$ cat src/rtl/bounce_pkg.sv
// Shared types, colour table and reset-state helpers for the bounce engine.
package bounce_pkg;

  localparam int POS_W = 9;
  localparam int VEL_W = 4;

  typedef logic [POS_W-1:0]        pos_t;
  typedef logic signed [VEL_W-1:0] vel_t;

  typedef enum logic {
    ST_IDLE   = 1'b0,
    ST_UPDATE = 1'b1
  } state_t;

  // RGB565 colour per ball index.
  localparam logic [15:0] COLOURS [8] = '{
    16'hF800, 16'h07E0, 16'h001F, 16'hFFE0,
    16'hF81F, 16'h07FF, 16'hFFFF, 16'hFD20
  };

  function automatic logic [15:0] colour_of(input logic [2:0] idx);
    return COLOURS[idx];
  endfunction

  function automatic pos_t init_x(input int i);
    return pos_t'(8 + 12 * i);
  endfunction

  function automatic pos_t init_y(input int i);
    return pos_t'(8 + 16 * i);
  endfunction

  function automatic vel_t init_vx(input int i);
    return (i % 2 == 0) ? vel_t'(2) : vel_t'(-1);
  endfunction

  function automatic vel_t init_vy(input int i);
    return (i % 2 == 0) ? vel_t'(1) : vel_t'(-2);
  endfunction

endpackage

$ cat src/rtl/bounce_axis.sv
// One-axis position step with wall reflection; pure combinational.
module bounce_axis
  import bounce_pkg::*;
#(
  parameter int LIMIT     = 128,
  parameter int BALL_SIZE = 4
) (
  input  pos_t pos,
  input  vel_t vel,
  output pos_t pos_next,
  output vel_t vel_next,
  output logic reflect
);

  localparam logic signed [POS_W:0] MAX_POS = (POS_W+1)'(LIMIT - BALL_SIZE);

  logic signed [POS_W:0] next;

  always_comb begin
    next     = $signed({1'b0, pos}) + $signed({{(POS_W+1-VEL_W){vel[VEL_W-1]}}, vel});
    pos_next = next[POS_W-1:0];
    vel_next = vel;
    reflect  = 1'b0;
    if (next <= 0) begin
      pos_next = '0;
      vel_next = -vel;
      reflect  = 1'b1;
    end else if (next >= MAX_POS) begin
      pos_next = MAX_POS[POS_W-1:0];
      vel_next = -vel;
      reflect  = 1'b1;
    end
  end

endmodule

$ cat src/rtl/bounce_engine.sv
// Per-frame ball physics (one ball per clock after a vsync rise) plus a sprite pixel mux.
// Optional BOUNCE_ENGINE_GRID_EN draws a green dot grid on empty pixels.
module bounce_engine
  import bounce_pkg::*;
#(
  parameter int NUM_BALLS = 4,
  parameter int SCREEN_W  = 128,
  parameter int SCREEN_H  = 160,
  parameter int BALL_SIZE = 4
) (
  input  logic       clk,
  input  logic       reset,
  input  logic       vsync,
  input  logic [8:0] hpos,
  input  logic [8:0] vpos,
  output logic [4:0] red,
  output logic [5:0] green,
  output logic [4:0] blue,
  output logic       busy,
  output logic       bounce,
  output logic       overrun
);

  localparam logic [2:0] LAST_IDX = 3'(NUM_BALLS - 1);

  // Storage is always 8 deep so a 3-bit index never runs off the end.
  pos_t x_q  [8];
  pos_t y_q  [8];
  vel_t vx_q [8];
  vel_t vy_q [8];

  state_t     state_q, state_d;
  logic [2:0] idx_q, idx_d;
  logic       vsync_q, rise;
  logic       any_refl_q, any_refl_d;
  logic       bounce_q, bounce_d;
  logic       overrun_q;
  logic [15:0] rgb_q, rgb_d;

  pos_t nx, ny;
  vel_t nvx, nvy;
  logic refl_x, refl_y;

  assign rise = vsync & ~vsync_q;
  assign busy = (state_q == ST_UPDATE);

  bounce_axis #(.LIMIT(SCREEN_W), .BALL_SIZE(BALL_SIZE)) u_axis_x (
    .pos(x_q[idx_q]), .vel(vx_q[idx_q]), .pos_next(nx), .vel_next(nvx), .reflect(refl_x)
  );

  bounce_axis #(.LIMIT(SCREEN_H), .BALL_SIZE(BALL_SIZE)) u_axis_y (
    .pos(y_q[idx_q]), .vel(vy_q[idx_q]), .pos_next(ny), .vel_next(nvy), .reflect(refl_y)
  );

  always_comb begin
    state_d    = state_q;
    idx_d      = idx_q;
    any_refl_d = any_refl_q;
    bounce_d   = 1'b0;
    case (state_q)
      ST_IDLE: begin
        if (rise) begin
          state_d    = ST_UPDATE;
          idx_d      = '0;
          any_refl_d = 1'b0;
        end
      end
      ST_UPDATE: begin
        any_refl_d = any_refl_q | refl_x | refl_y;
        if (idx_q == LAST_IDX) begin
          state_d  = ST_IDLE;
          bounce_d = any_refl_d;
        end else begin
          idx_d = idx_q + 3'd1;
        end
      end
      default: state_d = ST_IDLE;
    endcase
  end

  always_ff @(posedge clk or posedge reset) begin
    if (reset) begin
      state_q    <= ST_IDLE;
      idx_q      <= '0;
      vsync_q    <= 1'b0;
      any_refl_q <= 1'b0;
      bounce_q   <= 1'b0;
      overrun_q  <= 1'b0;
      for (int i = 0; i < 8; i++) begin
        x_q[i]  <= init_x(i);
        y_q[i]  <= init_y(i);
        vx_q[i] <= init_vx(i);
        vy_q[i] <= init_vy(i);
      end
    end else begin
      state_q    <= state_d;
      idx_q      <= idx_d;
      vsync_q    <= vsync;
      any_refl_q <= any_refl_d;
      bounce_q   <= bounce_d;
      overrun_q  <= overrun_q | (rise & busy);
      if (state_q == ST_UPDATE) begin
        x_q[idx_q]  <= nx;
        y_q[idx_q]  <= ny;
        vx_q[idx_q] <= nvx;
        vy_q[idx_q] <= nvy;
      end
    end
  end

  // Walk from the highest index down so the lowest overlapping ball wins.
  always_comb begin
    logic [8:0] dx, dy;
    logic       hit;
    rgb_d = '0;
    hit   = 1'b0;
    dx    = '0;
    dy    = '0;
    for (int i = NUM_BALLS - 1; i >= 0; i--) begin
      dx = hpos - x_q[i];
      dy = vpos - y_q[i];
      if (dx < 9'(BALL_SIZE) && dy < 9'(BALL_SIZE)) begin
        hit   = 1'b1;
        rgb_d = colour_of(3'(i));
      end
    end
`ifdef BOUNCE_ENGINE_GRID_EN
    if (!hit && hpos[2:0] == 3'd0 && vpos[2:0] == 3'd0)
      rgb_d = 16'h07E0;
`else
    if (!hit)
      rgb_d = '0;
`endif
  end

  always_ff @(posedge clk or posedge reset) begin
    if (reset) rgb_q <= '0;
    else       rgb_q <= rgb_d;
  end

  assign red     = rgb_q[15:11];
  assign green   = rgb_q[10:5];
  assign blue    = rgb_q[4:0];
  assign bounce  = bounce_q;
  assign overrun = overrun_q;

endmodule

$ cat config.mk
export PLATFORM = sky130hd
export DESIGN_NAME = bounce_engine
export DESIGN_NICKNAME = d
export VERILOG_FILES = /design/src/rtl/bounce_pkg.sv /design/src/rtl/bounce_axis.sv /design/src/rtl/bounce_engine.sv
export SDC_FILE = /design/constraint.sdc
export NUM_CORES = 1
export LEC_CHECK = 0
export ABC_AREA = 1
export ABC_CLOCK_PERIOD_IN_PS = 18300
export CELL_PAD_IN_SITES_DETAIL_PLACEMENT = 0
export CELL_PAD_IN_SITES_GLOBAL_PLACEMENT = 1
export CORE_ASPECT_RATIO = 0.7
export CORE_MARGIN = 1.5
export CORE_UTILIZATION = 50
export DETAILED_ROUTE_END_ITERATION = 10
export HOLD_SLACK_MARGIN = 0.03
export PLACE_DENSITY_LB_ADDON = 0.1
export SYNTH_ARGS = -nofsm -noshare
export SYNTH_HDL_FRONTEND = slang
export SYNTH_SLANG_ARGS = --single-unit
$ cat constraint.sdc
create_clock -name clk -period 18.3 [get_ports clk]
set_input_delay 1.83 -clock clk [delete_from_list [all_inputs] [get_ports clk]]
set_output_delay 1.83 -clock clk [all_outputs]
set_load 0.02 [all_outputs]
==> impl_metrics.ini <==
[sta]
setup_viol = 0
period_share_pct = 26.6
max_slew_margin_pct = 18.8
clock.fmax_mhz = 206
finalSetupTns_ns = 0
worst_pin_slew_ns = 1.22
final.setup_skew_ns = 0.0129
fin_hold_ws_ns = 0.365
slew_violations = 0
min_period_ns = 4.86
final-hold-violation-count = 0
rsz0062_at_grt = no

[setup_path]
cpPeakStageDelay_ns = 0.68
endpoint_kind = flip-flop
critPathMaxFanout = 70
cp_cell_sequence = inv_4, buf_4, nor2_1, nor2_1, o21ai_0, nand4_1, inv_1, fa_1, inv_1, nand3_1, nand3_1, nand2_1, and3_1, and2_1, a31oi_4, nand2_1, o21ai_0
critPathArrivalTime_ns = 5.30
required_ns = 18.73
crit_start = idx_q[0]
worstSetupStartpointType = flip-flop
ff2ff_setup_slack_ns = 13.44
crit_family = buffers and inverters
worstSetupPathType = reg -> reg
r2r_start = idx_q[0]
crit_buf_inv = 4
crit_path_top_delay_cell = a31oi_4

[clocking]
cts.sinks = 219
cts_tree = built
cts_root_buffer = clkbuf_16
cts.repair.resized = 0
cts.reportedPaths.clkPinSlew_ns = 0.06
clk_path_buf_depth = 3
cts_buffers = 24
htree_levels = 1
hold_buffers = 0
clk_latency_ns = 0.54
postCtsSetupRepairBufs = 0

[routing]
route.detailed.drc = 0
ant_nets = 0
wire_per_inst_um = 18.0
drt-initial-drc-count = 1126
vias = 12800
wl_um = 42000
viasPerCell = 5.45
dr.pass1.iters = 5

[global_routing]
top_usage_layer = met1
grt_pass1_wl_um = 66000
use_met3_pct = 4.97
grt-ovfl-total = 0
use_met1_pct = 45.5
grt_usage_pct = 29.5
grt_max_degree = 77
antenna_found_initial = 0
gr-usage-met2_pct = 43.1
grt_pass1_vias = 11500

[synth]
syn_avg_cell_area_um2 = 7.13
yosys_warnings = 0
synthesis.area_um2 = 14000
synth_seq_cells = 219
synthCells = 1964
synth_nets = 2065
synth-edff-count = 0
synthArstFlopShare_pct = 100
synth_top_flop_cell = dfrtp_1
ys_seq_area_share_pct = 39.8
ys_types = 42

[floorplan]
dieArea_um2 = 29000
ioPinCount = 40
die_h_um = 143
rows = 51
coreArea_um2 = 27700
fp.dieW_um = 203
initial_core_util_pct = 50.6

[finish]
drive_gt1_share_pct = 8.18
fillCellCount = 2733
final_area_um2 = 15400
areaGrowthSynthToFinish_pct = 9.72
multi_input_area_um2 = 7150
fin_nets = 2051
antenna_cells = 0
register_area_um2 = 5570

[min_path]
hold_path_class = reg -> reg
hp-start = vx_q[24]

[run_status]
outcome = complete, no violations

[placed_design]
place.gp.congestion = 0.922
dp_hpwl_um = 29200
port_buffers = 39
post_dp_cell_area_um2 = 14600

[flow_run]
cap_viol_max_count = 0
## metal layers
layer,vias to the layer above,wire length [µm]
met3,45,2730
li1,6320,-
met2,390,17400
met4,0,830
met1,5999,21100
met5,-,0
## synthesized netlist by cell type, types with 2 or more instances
master     instances  area (µm²)
a21o_1             4        30.0
o21ai_1           56         280
nand4_1           38         238
o21ai_0          153         766
xnor2_1           12         105
nor2_1           189         709
dfstp_2           74        1940
nor2_2             2        12.5
a31oi_1            2        12.5
a211oi_1           2        15.0
buf_1              3        11.3
o2111ai_1         13         114
a21oi_1           83         415
buf_2             10        50.1
o21bai_1           3        22.5
inv_1            223         837
nand3b_1          29         218
o211ai_1           2        15.0
fa_1               2        40.0
o21a_1             7        52.6
dfrtp_1          145        3630
nand2_1          564        2120
clkbuf_1          69         259
nor3_1             4        20.0
nand3_1          143         716
buf_4             13        97.6
nand2_2            5        31.3
inv_2             11        41.3
ha_1              78         976
xor2_1            12         105
or2_2              2        12.5
## layout make-up
cell class / instances / area share, %
Timing Repair Buffer: 55 / 3.32
Clock inverter: 12 / 0.594
Sequential cell: 219 / 36.3
Inverter: 234 / 5.78
Clock buffer: 32 / 4.50
Multi-Input combinational cell: 1416 / 46.5
Tap cell: 371 / 3.02
## kinds of logic after synthesis
| kind of cell | Yosys count | synth area share, % |
|---|---|---|
| AO/OA/AOI/OAI | 330 | 12.7 |
| XOR/XNOR | 24 | 1.50 |
| adder cells (fa/ha/maj) | 80 | 7.25 |
| buffers and inverters | 329 | 9.26 |
| flip-flops | 219 | 39.8 |
| AND/OR/NAND/NOR | 982 | 29.5 |
## path summary, 6_finish.rpt
check / depth (start not counted) / endpoint
hold / removal: 0 / vx_q[24]
max in group asynchronous: 3 / y_q[25]
setup / recovery: 17 / x_q[69]
min in group asynchronous: 2 / vy_q[21]
setup reg to reg: 17 / x_q[69]
hold reg to reg: 0 / vx_q[24]
## sequential cells by signal (all words and copies together) (netlist names)
name / flops
vx_q: 32
bounce: 1
x_q: 72
idx_q: 3
busy: 1
vsync_q: 1
y_q: 72
vy_q: 32
rgb_q: 3
any_refl_q: 1
overrun: 1
## through the flow
stage / util, % / worst slack [ns] / instances
3_5_place_dp: 52.7 / 13.45 / 2295
3_3_place_gp: 52.7 / 13.62 / 2295
5_1_grt: 55.5 / 12.98 / 2339
6_report: 55.5 / 13.44 / 2339
4_1_cts: 55.5 / 13.46 / 2339
2_1_floorplan: - / 10.60 / 1964
## worst register-to-register path, delay by kind of cell (launching register included)
kind                     cells  cell delay [ns]
adder cells (fa/ha/maj)      1             0.44
buffers and inverters        4             1.39
flip-flops                   1             0.53
AND/OR/NAND/NOR              9             1.37
AO/OA/AOI/OAI                3             1.04
## cell usage in the layout, fill, tap and decap left out, drive strengths merged, types with 16 or more instances in the layout
cell           count
nand2            569
inv              235
o21ai            209
nor2             191
dfrtp            145
nand3            143
a21oi             84
ha                78
dfstp             74
nand4             40
clkdlybuf4s50     39
clkbuf            32
nand3b            29
buf               16
Power is left out: the tool's default activity adds up to more than one toggle a clock period on the data nets, which glitch-free logic cannot reach.
